### config.mk
export PLATFORM = sky130hd
export DESIGN_NAME = idss_ctrl
export DESIGN_NICKNAME = d
export VERILOG_FILES = /design/src/rtl/idss_ctrl.sv
export SDC_FILE = /design/constraint.sdc
export NUM_CORES = 1
export LEC_CHECK = 0
export BUFFER_PORTS_ARGS = -buffer_cell sky130_fd_sc_hd__buf_2
export CELL_PAD_IN_SITES_DETAIL_PLACEMENT = 2
export CELL_PAD_IN_SITES_GLOBAL_PLACEMENT = 2
export CORE_UTILIZATION = 30
export CTS_BUF_LIST = sky130_fd_sc_hd__clkbuf_8
export DETAILED_ROUTE_END_ITERATION = 12
export PLACE_DENSITY_LB_ADDON = 0.1
export SETUP_SLACK_MARGIN = 0.5
export SLEW_MARGIN = 20
export SYNTH_ARGS = -nofsm -noshare
export SYNTH_HDL_FRONTEND = slang
export SYNTH_SLANG_ARGS = --single-unit
### constraint.sdc
create_clock -name clk -period 3 [get_ports clk]
set_clock_uncertainty 0.2 [all_clocks]
set_input_delay 0.6 -clock clk [delete_from_list [all_inputs] [get_ports clk]]
set_output_delay 0.6 -clock clk [all_outputs]
set_load 0.01 [all_outputs]
### src/rtl/idss_ctrl.sv
// idss_ctrl: sequencer for the four-slot 3x3 input-window shift storage.
// Walks a feature map in 3-row bands and steers each fetched column into slot x mod 4.
//
// Ports:
//   clk, rst_in              clock, synchronous active-high reset
//   start, cfg_width/height  one-cycle start pulse and map dimensions
//   col_x/col_y/col_ready    column request to the fetcher (valid/ready)
//   col_valid, col_r1..3     fetched column pixels (rows y, y+1, y+2)
//   row_1..3, le_select      registered pixels and target slot to storage
//   css_load, shift          storage write qualifier, window-advance strobe
//   win_valid/ready, win_x/y window handshake to the PE array
//   busy, done, cfg_err      status
module idss_ctrl #(
    parameter int IO_DATA_WIDTH = 16,
    parameter int NB_SLOTS      = 4,
    parameter int COORD_WIDTH   = 10
) (
    input  logic                         clk,
    input  logic                         rst_in,
    input  logic                         start,
    input  logic [COORD_WIDTH-1:0]       cfg_width,
    input  logic [COORD_WIDTH-1:0]       cfg_height,
    output logic [COORD_WIDTH-1:0]       col_x,
    output logic [COORD_WIDTH-1:0]       col_y,
    output logic                         col_ready,
    input  logic                         col_valid,
    input  logic [IO_DATA_WIDTH-1:0]     col_r1,
    input  logic [IO_DATA_WIDTH-1:0]     col_r2,
    input  logic [IO_DATA_WIDTH-1:0]     col_r3,
    output logic [IO_DATA_WIDTH-1:0]     row_1,
    output logic [IO_DATA_WIDTH-1:0]     row_2,
    output logic [IO_DATA_WIDTH-1:0]     row_3,
    output logic [$clog2(NB_SLOTS)-1:0]  le_select,
    output logic                         css_load,
    output logic                         shift,
    output logic                         win_valid,
    input  logic                         win_ready,
    output logic [COORD_WIDTH-1:0]       win_x,
    output logic [COORD_WIDTH-1:0]       win_y,
    output logic                         busy,
    output logic                         done,
    output logic                         cfg_err
);

    localparam int SW = $clog2(NB_SLOTS);

    typedef enum logic [2:0] {IDLE, REQ, LOAD, WIN, DONE} state_t;

    state_t               state;
    logic [COORD_WIDTH-1:0] x;
    logic [COORD_WIDTH-1:0] y;
    logic [COORD_WIDTH-1:0] x_last;
    logic [COORD_WIDTH-1:0] y_last;
    logic [SW-1:0]          slot;

    always_ff @(posedge clk) begin
        if (rst_in) begin
            state     <= IDLE;
            x         <= '0;
            y         <= '0;
            x_last    <= '0;
            y_last    <= '0;
            slot      <= '0;
            col_x     <= '0;
            col_y     <= '0;
            col_ready <= 1'b0;
            row_1     <= '0;
            row_2     <= '0;
            row_3     <= '0;
            le_select <= '0;
            css_load  <= 1'b0;
            shift     <= 1'b0;
            win_valid <= 1'b0;
            win_x     <= '0;
            win_y     <= '0;
            busy      <= 1'b0;
            done      <= 1'b0;
            cfg_err   <= 1'b0;
        end else begin
            shift    <= 1'b0;
            done     <= 1'b0;
            css_load <= 1'b0;
            unique case (state)
                IDLE: begin
                    if (start) begin
                        busy    <= 1'b1;
                        cfg_err <= 1'b0;
                        if (cfg_width < COORD_WIDTH'(3) ||
                            cfg_height < COORD_WIDTH'(3)) begin
                            cfg_err <= 1'b1;
                            state   <= DONE;
                        end else begin
                            // keep last x and last band top row for cheap compares
                            x_last    <= cfg_width - COORD_WIDTH'(1);
                            y_last    <= cfg_height - COORD_WIDTH'(3);
                            x         <= '0;
                            y         <= '0;
                            slot      <= '0;
                            col_x     <= '0;
                            col_y     <= '0;
                            col_ready <= 1'b1;
                            state     <= REQ;
                        end
                    end
                end
                REQ: begin
                    if (col_valid && col_ready) begin
                        row_1     <= col_r1;
                        row_2     <= col_r2;
                        row_3     <= col_r3;
                        le_select <= slot;
                        css_load  <= 1'b1;
                        col_ready <= 1'b0;
                        state     <= LOAD;
                    end
                end
                LOAD: begin
                    if (x >= COORD_WIDTH'(2)) begin
                        win_valid <= 1'b1;
                        win_x     <= x - COORD_WIDTH'(2);
                        win_y     <= y;
                        state     <= WIN;
                    end else begin
                        x         <= x + COORD_WIDTH'(1);
                        slot      <= slot + SW'(1);
                        col_x     <= x + COORD_WIDTH'(1);
                        col_ready <= 1'b1;
                        state     <= REQ;
                    end
                end
                WIN: begin
                    if (win_ready) begin
                        win_valid <= 1'b0;
                        shift     <= 1'b1;
                        if (x != x_last) begin
                            x         <= x + COORD_WIDTH'(1);
                            slot      <= slot + SW'(1);
                            col_x     <= x + COORD_WIDTH'(1);
                            col_ready <= 1'b1;
                            state     <= REQ;
                        end else if (y != y_last) begin
                            // next band: storage is refilled from column 0
                            x         <= '0;
                            slot      <= '0;
                            y         <= y + COORD_WIDTH'(1);
                            col_x     <= '0;
                            col_y     <= y + COORD_WIDTH'(1);
                            col_ready <= 1'b1;
                            state     <= REQ;
                        end else begin
                            state <= DONE;
                        end
                    end
                end
                DONE: begin
                    done  <= 1'b1;
                    busy  <= 1'b0;
                    state <= IDLE;
                end
                default: state <= IDLE;
            endcase
        end
    end

endmodule

# == Yosys cells after proc, flatten, opt, wreduce, memory -nomap -nowiden ==
# Index checks and enable logic that the tools add are counted.
# totals
regBits,122
output_inout_bits,97
elab_cells,109
input_bits,73
# classes
order_cmp,3
reduce_logical,20
add_sub_neg,6
eq_ne,15
n_bitwise,3
muxes,43
# op_table
cell,n
$mux 10,9
$pmux 10 s3,1
$add 10x1->10 const B,2
$lt 10x2->1 const B,2
$ne 10x10->1,2
$pmux 10 s2,1
$sub 10x2->10 const B,2
$mux 3,6
$ne 2x2->1 const B,8
$mux 1,14
$mux 2,7
$pmux 3 s4,1
$reduce_and 6->1,2
$ge 10x2->1 const B,1
$sub 10x1->10 const B,1
$reduce_and 3->1,3
$reduce_and 2->1,4
$reduce_and 7->1,1
$eq 3x2->1 const B,2
$pmux 2 s3,1
$reduce_bool 2->1,3
$pmux 1 s2,2
$pmux 1 s4,1
$reduce_bool 4->1,1
10 further kinds,13

# == Depth between registers and ports, before layout ==
# Gate-level depths: netlist (run 1).
# depth
word_depth,5
ltp_mapped,9
mapped_depth_nobuf,7

# == Worst setup path after synthesis (run 1) ==
# Ideal clock, no wire load.
# synth_timing
path_kind,reg-to-reg
from,register x[4]
to,register x[8]
arrival_time_ns,2.386
path_buffers,2
slack_ns,0.292
period_less_slack_ns,2.708
path_stages_with_launch,9
t_required_ns,2.678
setup_ns,0.122
cell_sequence,dfxtp_1 buf_2 or4_4 a2111oi_4 a21oi_2 a311o_1 nor2b_4 buf_6 a221o_1
# synth_between
elab_chain_cells,4
# synth_rtl
item,line,rtl
start: declaration,50,logic [COORD_WIDTH-1:0] x;
start signal: assignment,124,x <= x + COORD_WIDTH'(1);
start signal: assignment,136,x <= x + COORD_WIDTH'(1);
$add 10x1->10 / $ne 10x10->1 (equally long branches),"124, 136, 135",
$mux 10,135,if (x != x_last) begin
$mux 10,132,if (win_ready) begin
$pmux 10 s3,83,unique case (state)
# Parallel ways exist; a longest one is shown, timed or not. The select of a mux whose other input is x is not followed.
# A chain may end at the register's enable or synchronous reset.

# == Final worst setup path (run 1) ==
# layout_timing
from,register x[5]
to,register x[0]
# layout_between
elab_chain_cells,4
# layout_rtl
item
"parallel branches: the longest is 4 deep, another holds $ge 10x2->1"
# Parallel ways; which one is timed is not known. The select of a mux whose other input is x is not followed.

==> results of run 1 <==
[how the worst max path moves through the flow]
stage                                      end         startpoint
after floorplan              x[8]$_SDFFE_PP0P_  x[3]$_SDFFE_PP0P_
after global placement       y[9]$_SDFFE_PP0P_              start
after detailed placement     y[9]$_SDFFE_PP0P_              start
after CTS                 slot[0]$_SDFFE_PP0P_  x[5]$_SDFFE_PP0P_
after global routing      slot[0]$_SDFFE_PP0P_  x[5]$_SDFFE_PP0P_
final                        x[0]$_SDFFE_PP0P_  x[5]$_SDFFE_PP0P_
[layout make-up]
cell class | instances | area, um^2
Clock buffer | 20 | 275
Antenna cell | 1 | 2.50
Inverter | 9 | 33.8
Clock inverter | 11 | 82.6
Tap cell | 225 | 282
Fill cell | 2038 | 10400
Timing Repair Buffer | 201 | 1120
Multi-Input combinational cell | 490 | 2790
Sequential cell | 122 | 2460
[cells by family after synthesis]
family / after synthesis / share of synthesized area
and+or+nand+nor: 302 / 0.252
AOI/OAI and AO/OA: 131 / 0.154
DFF: 122 / 0.453
buffers and inverters: 54 / 0.0411
xor gates and xnor gates: 41 / 0.0666
muxes: 8 / 0.0153
adders and majority gates: 8 / 0.0186
[registers in the layout, indices dropped and copies added, names as in the netlist, 2 cells and up]
| name | count |
|---|---|
| y_last | 10 |
| x_last | 10 |
| win_y | 10 |
| row_2 | 16 |
| row_1 | 16 |
| y | 10 |
| win_x | 10 |
| x | 10 |
| le_select | 2 |
| row_3 | 16 |
| slot | 2 |
| state | 3 |
[cells in the mapped netlist (all sizes together), types with 5 or more instances]
master,count,area [um^2]
o21ai,7,35.0
dfxtp,122,2440
or3,9,56.3
clkbuf,40,150
nor3,14,70.1
a211oi,22,165
nand2,154,578
nand4,7,43.8
or2,5,31.3
nand2b,7,43.8
nor4,5,31.3
xor2,17,149
and3,12,75.1
mux2i,6,60.1
ha,8,100
nor2,54,203
a21oi,73,369
nand3,18,90.1
nand3b,5,37.5
xnor2,24,210
buf,5,37.5
inv,9,33.8
[worst reg2reg max path, cell delays in order, from the launching register on]
cell,delay (ps)
sky130_fd_sc_hd__dfxtp_4,350
sky130_fd_sc_hd__or4_4,560
sky130_fd_sc_hd__a2111oi_4,300
sky130_fd_sc_hd__a21oi_2,110
sky130_fd_sc_hd__a311o_1,330
sky130_fd_sc_hd__nor2b_4,180
sky130_fd_sc_hd__buf_6,160
sky130_fd_sc_hd__mux2_2,250
[per-layer routing]
layer | GRT usage | share of wire | vias to the layer above | wire length [um]
li1 | - | - | 2609 | -
met1 | 0.245 | 0.43 | 2632 | 8060
met2 | 0.375 | 0.52 | 111 | 9790
met3 | 0.0440 | 0.043 | 21 | 809
met4 | 0.0722 | 0.014 | 0 | 269
met5 | 0 | 0 | - | 0
[timing repair]
item	CTS	global route
pin swaps	7	5
resized for setup	13	12
setup endpoints to repair	21	24
buffers inserted	10	4
[power by group through the flow]
stage	Clock (mW)	Combinational, mW	Sequential, mW
finish	1.35	1.16	1.93
CTS	1.41	1.13	1.93
floorplan	0	0.655	1.96
detailed placement	0	1.08	1.97
global placement	0	1.02	1.95
global route	1.48	1.30	1.95
[placed cells by master (no fill, tap or decap), types with 10 or more instances in the layout]
cell	n
sky130_fd_sc_hd__buf_2	168
sky130_fd_sc_hd__nand2_1	153
sky130_fd_sc_hd__dfxtp_1	112
sky130_fd_sc_hd__a21oi_1	71
sky130_fd_sc_hd__nor2_1	53
sky130_fd_sc_hd__buf_4	30
sky130_fd_sc_hd__xnor2_1	24
sky130_fd_sc_hd__a211oi_1	22
sky130_fd_sc_hd__clkbuf_8	20
sky130_fd_sc_hd__nand3_1	17
sky130_fd_sc_hd__xor2_1	17
sky130_fd_sc_hd__inv_1	13
sky130_fd_sc_hd__nor3_1	12
sky130_fd_sc_hd__and3_1	10
==> load_flow_metrics.sql, run 1 <==
INSERT INTO impl_metrics (metric_group, metric, value, unit) VALUES
('sta', 'hold_viol', '0', ''),
('pwr', 'combinational_fraction_of_design_power', '0.262', ''),
('critical_path', 'cp_depth', '7', ''),
('die', 'floorplan.die_area', '18500', 'um^2'),
('sta', 'total_negative_setup_slacks', '0', 'ps'),
('critical_path', 'critical_path.cell_chain', 'or4_4 -> a2111oi_4 -> a21oi_2 -> a311o_1 -> nor2b_4 -> buf_6 -> mux2_2', ''),
('clock_tree', 'cts_hold_buffers', '0', ''),
('cells_and_area', 'final_core_utilization', '0.405', ''),
('detailed_routing', 'number_of_remaining_drc_errors', '0', ''),
('logic_synthesis', 'post_synth.cell_area_avg', '8.10', 'um^2'),
('clock_tree', 'clk_pin_slew_worst_paths', '70', 'ps'),
('critical_path', 'crit_path_top_delay_cell', 'sky130_fd_sc_hd__or4_4', ''),
('min_path', 'min_delay_path_depth', '2', ''),
('pwr', 'net_switching_fraction_of_the_power', '0.331', ''),
('placement', 'placement.setup.worst_slack', '153', 'ps'),
('detailed_routing', 'first_iter_violations', '181', ''),
('global_routing', 'overflow', '0', ''),
('critical_path', 'crit-reg2reg-capture', 'x[0]$_SDFFE_PP0P_', ''),
('clock_tree', 'numCtsBuffers', '17', ''),
('critical_path', 'cp_max_fo', '7', ''),
('logic_synthesis', 'synth-warning-count', '0', ''),
('sta', 'worst-slew-pin-transition', '561', 'ps'),
('critical_path', 'critical_path_class', 'reg2reg', ''),
('cells_and_area', 'final_cell_count_no_fill', '1079', ''),
('pwr', 'power.share.clock', '0.304', ''),
('critical_path', 'critical-path-top-delay-family', 'simple AND/OR/NAND/NOR gates', ''),
('critical_path', 'max_stage_delay', '560', 'ps'),
('pwr', 'p_int', '2.97', 'mW'),
('critical_path', 'critical_path.n_buffers_inverters', '1', ''),
('critical_path', 'crit_path_start_kind', 'register', ''),
('sta', 'unrepaired_setup_endpoints_after_global_routing', 'yes', ''),
('logic_synthesis', 'synth.lib_cells_used.distinct', '45', ''),
('sta', 'fmaxAchievable', '391', 'MHz'),
('logic_synthesis', 'yosys_register_bits', '122', ''),
('placement', 'portBuffers', '169', ''),
('critical_path', 'timing.reg2reg.worst_path_depth', '7', ''),
('sta', 'maxSlewHeadroom', '0.626', ''),
('global_routing', 'maximum_number_of_pins_on_one_net_before_global_route_repair', '51', ''),
('sta', 'postLayoutSetupSlackWorst', '442', 'ps'),
('outcome', 'outcome', 'completed', ''),
('sta', 'final_report_setup_violation_count', '0', ''),
('cells_and_area', 'post_route_cells_drive_above_1_share', '0.311', ''),
('die', 'standard_cell_rows', '48', ''),
('placement', 'placement.cell_area', '6520', 'um^2'),
('detailed_routing', 'drtAntennaViolNets', '0', ''),
('logic_synthesis', 'synth.cell_area', '5390', 'um^2'),
('min_path', 'hold_class', 'in2reg', ''),
('detailed_routing', 'route.final.wire_length', '18.9', 'mm'),
('pwr', 'p_seq_frac', '0.434', ''),
('detailed_routing', 'vias_per_cell', '4.98', ''),
('die', 'fp.dieW', '136', 'um'),
('die', 'count_of_boundary_i_o_pins', '170', ''),
('critical_path', 'cp_data_required_time', '3130', 'ps'),
('clock_tree', 'cts_tree', 'yes', ''),
('placement', 'dpl.cell_count', '1033', ''),
('clock_tree', 'cts_root_buf', 'sky130_fd_sc_hd__clkbuf_8', ''),
('pwr', 'leakage', '3.10', 'nW'),
('clock_tree', 'max-clock-path-buffers', '2', ''),
('clock_tree', 'cts_num_sinks', '122', ''),
('min_path', 'worstHoldEndpoint', 'y_last[0]$_SDFFE_PP0P_', ''),
('logic_synthesis', 'async_flop_share', '0', ''),
('critical_path', 'setup.reg_to_reg.worst_slack', '440', 'ps'),
('global_routing', 'first_global_vias', '5738', ''),
('clock_tree', 'insertion_delay', '440', 'ps'),
('cells_and_area', 'finalNetCount', '922', ''),
('logic_synthesis', 'synthesis.instances', '666', ''),
('logic_synthesis', 'synth.yosys.seq_area_share', '0.453', ''),
('flow_run', 'cap_viol_max_count', '0', ''),
('detailed_routing', 'avgRoutedWirePerCell', '17.5', 'um'),
('critical_path', 'end_kind', 'register', ''),
('placement', 'place_hpwl', '13.6', 'mm');
No activity file was read; power rests on OpenSTA's default activity.
==> run 2, diff against run 1 <==
- CELL_PAD_IN_SITES_DETAIL_PLACEMENT: 2 -> 0
- CELL_PAD_IN_SITES_GLOBAL_PLACEMENT: 2 -> 1
- CORE_UTILIZATION: 30 -> 31
==> load_flow_metrics.sql, run 2 (synthesized netlist as in run 1, its figures left out) <==
INSERT INTO impl_metrics (metric_group, metric, value, unit) VALUES
('min_path', 'hold_class', 'in2reg', ''),
('clock_tree', 'cts_tree', 'yes', ''),
('die', 'dieHeight', '134', 'um'),
('pwr', 'powerDensity', '640', 'nW/um^2'),
('sta', 'unrepaired_setup_endpoints_after_global_routing', 'yes', ''),
('critical_path', 'crit_path_start_kind', 'register', ''),
('clock_tree', 'cts-htree-levels', '4', ''),
('pwr', 'power_switching', '1.39', 'mW'),
('die', 'count_of_boundary_i_o_pins', '170', ''),
('critical_path', 'critical_path.cell_chain', 'or4_4 -> a2111oi_4 -> a21oi_2 -> a311o_1 -> nor2b_4 -> a221o_1', ''),
('cells_and_area', 'layout_common_cells', 'sky130_fd_sc_hd__buf_2, sky130_fd_sc_hd__nand2_1, sky130_fd_sc_hd__dfxtp_1', ''),
('cells_and_area', 'syn_to_final_growth', '31.0', '%'),
('min_path', 'worstHoldEndpoint', 'y_last[0]$_SDFFE_PP0P_', ''),
('critical_path', 'end_kind', 'register', ''),
('detailed_routing', 'num_vias', '5128', ''),
('clock_tree', 'max-clock-path-buffers', '2', ''),
('cells_and_area', 'final_core_utilization', '0.422', ''),
('pwr', 'worst_ir_drop_vdd', '0.274', 'mV'),
('critical_path', 'max_stage_delay', '550', 'ps'),
('sta', 'final_report_setup_violation_count', '0', ''),
('clock_tree', 'cts_root_buf', 'sky130_fd_sc_hd__clkbuf_8', ''),
('placement', 'place_hpwl', '11.3', 'mm'),
('global_routing', 'wire_length_of_the_first_global_routing_pass', '24.9', 'mm'),
('cells_and_area', 'layout.cells.most_common', 'sky130_fd_sc_hd__buf_2', ''),
('pwr', 'combinational_fraction_of_design_power', '0.236', ''),
('flow_run', 'cap_viol_max_count', '0', ''),
('sta', 'total_negative_setup_slacks', '0', 'ps'),
('detailed_routing', 'drtAntennaViolNets', '0', ''),
('critical_path', 'cp_data_required_time', '3130', 'ps'),
('die', 'standard_cell_rows', '47', ''),
('sta', 'final.min_clock_period', '2440', 'ps'),
('outcome', 'outcome', 'completed', ''),
('clock_tree', 'cts_num_sinks', '122', ''),
('cells_and_area', 'finalNetCount', '922', ''),
('cells_and_area', 'num-fill-cells', '1745', ''),
('critical_path', 'critical_path.n_buffers_inverters', '0', ''),
('sta', 'min_period_over_period', '0.814', ''),
('sta', 'worst-slew-pin-transition', '550', 'ps'),
('clock_tree', 'cts_hold_buffers', '0', ''),
('clock_tree', 'clk_pin_slew_worst_paths', '70', 'ps'),
('pwr', 'leakage', '3.11', 'nW'),
('sta', 'slew_violations', '0', ''),
('clock_tree', 'insertion_delay', '450', 'ps'),
('critical_path', 'critical-path-top-delay-family', 'compound AO/OA/AOI/OAI gates', ''),
('detailed_routing', 'drt_pre_antenna_iters', '6', ''),
('pwr', 'net_switching_fraction_of_the_power', '0.308', ''),
('min_path', 'hold_path_startpoint', 'cfg_height[0]', ''),
('sta', 'fmaxAchievable', '409', 'MHz'),
('critical_path', 'critical_path_class', 'reg2reg', ''),
('detailed_routing', 'first_iter_violations', '199', ''),
('clock_tree', 'numCtsBuffers', '17', ''),
('detailed_routing', 'avgRoutedWirePerCell', '14.6', 'um'),
('pwr', 'p_seq_frac', '0.424', ''),
('pwr', 'power.share.clock', '0.340', ''),
('die', 'core_area', '16800', 'um^2'),
('sta', 'maxSlewHeadroom', '0.634', ''),
('placement', 'routability_congestion', '0.804', ''),
('detailed_routing', 'number_of_remaining_drc_errors', '0', ''),
('cells_and_area', 'antenna_cells', '0', ''),
('die', 'initial_utilization', '0.322', ''),
('sta', 'hold_viol', '0', ''),
('die', 'floorplan.die_area', '17900', 'um^2'),
('global_routing', 'maximum_number_of_pins_on_one_net_before_global_route_repair', '48', ''),
('global_routing', 'overflow', '0', ''),
('cells_and_area', 'top_regs', 'row_1: 16 flops, row_2: 16 flops, row_3: 16 flops', ''),
('detailed_routing', 'route.final.wire_length', '15.6', 'mm'),
('die', 'fp.dieW', '134', 'um'),
('critical_path', 'cp_max_fo', '6', ''),
('pwr', 'p_int', '3.13', 'mW'),
('global_routing', 'grt_util_all_layers', '0.177', ''),
('critical_path', 'worst_r2r_startpoint', 'x[5]$_SDFFE_PP0P_', ''),
('global_routing', 'first_global_vias', '4860', ''),
('cells_and_area', 'post_route_cells_drive_above_1_share', '0.308', ''),
('critical_path', 'crit_path_top_delay_cell', 'sky130_fd_sc_hd__or4_4', ''),
('global_routing', 'antenna_violations_before_repair', '0', ''),
('critical_path', 'setup.reg_to_reg.worst_slack', '560', 'ps'),
('placement', 'portBuffers', '169', ''),
('min_path', 'min_delay_path_depth', '2', ''),
('detailed_routing', 'vias_per_cell', '4.79', ''),
('critical_path', 'crit-reg2reg-capture', 'x[8]$_SDFFE_PP0P_', ''),
('critical_path', 'critPathArrivalTime', '2570', 'ps'),
('critical_path', 'timing.reg2reg.worst_path_depth', '6', '');
[run 2: power groups by stage]
| stage | logic, mW | clock network [mW] | registers, mW |
|---|---|---|---|
| final | 1.07 | 1.54 | 1.92 |
| after CTS | 1.06 | 1.58 | 1.92 |
| after global routing | 1.19 | 1.66 | 1.94 |
| after global placement | 1.01 | 0 | 1.95 |
| after detailed placement | 1.03 | 0 | 1.95 |
| after floorplan | 0.655 | 0 | 1.96 |
[run 2: worst max path at each step]
stage	from	end	slack [ps]	cells after the start
6_report	x[5]$_SDFFE_PP0P_	x[8]$_SDFFE_PP0P_	560	6
5_1_grt	x[5]$_SDFFE_PP0P_	x[8]$_SDFFE_PP0P_	480	6
2_1_floorplan	x[3]$_SDFFE_PP0P_	x[8]$_SDFFE_PP0P_	440	8
3_3_place_gp	start	y[6]$_SDFFE_PP0P_	180	7
4_1_cts	x[5]$_SDFFE_PP0P_	x[8]$_SDFFE_PP0P_	360	6
3_5_place_dp	start	y[4]$_SDFFE_PP0P_	150	7
[run 2: metal layers]
metal,wire (um),track usage,vias to the layer above
met4,115,0.0499,0
met1,6780,0.208,2364
met5,0,0,-
met2,7770,0.313,135
li1,-,-,2618
met3,945,0.0495,11
[run 2: what timing repair did]
action / CTS / global route
setup endpoints to repair: 24 / 29
gates cloned: 1 / 0
pin swaps: 8 / 5
gates resized for setup: 8 / 10
buffers inserted: 7 / 6
[run 2: per-stage QoR]
step / cells / hold slack [ps] / power (mW) / instance area, um^2 / setup slack [ps]
finish: 1071 / 176 / 4.52 / 7070 / 557
global route: 1071 / 155 / 4.79 / 7070 / 484
CTS: 1065 / 152 / 4.56 / 6990 / 357
detailed placement: 1028 / 243 / 2.98 / 6500 / 149
global placement: 1028 / 239 / 2.96 / 6500 / 183
floorplan: 666 / 254 / 2.61 / 5420 / 440
[run 2: cell type report]
cell class,instances,area (um^2),area share
well taps,220,275,0.0389
multi-input cells,491,2790,0.395
inverters,9,33.8,0.00478
clock inverters,8,120,0.0170
clock buffers,21,289,0.0409
repair buffers,200,1090,0.155
flip-flops and latches,122,2460,0.348
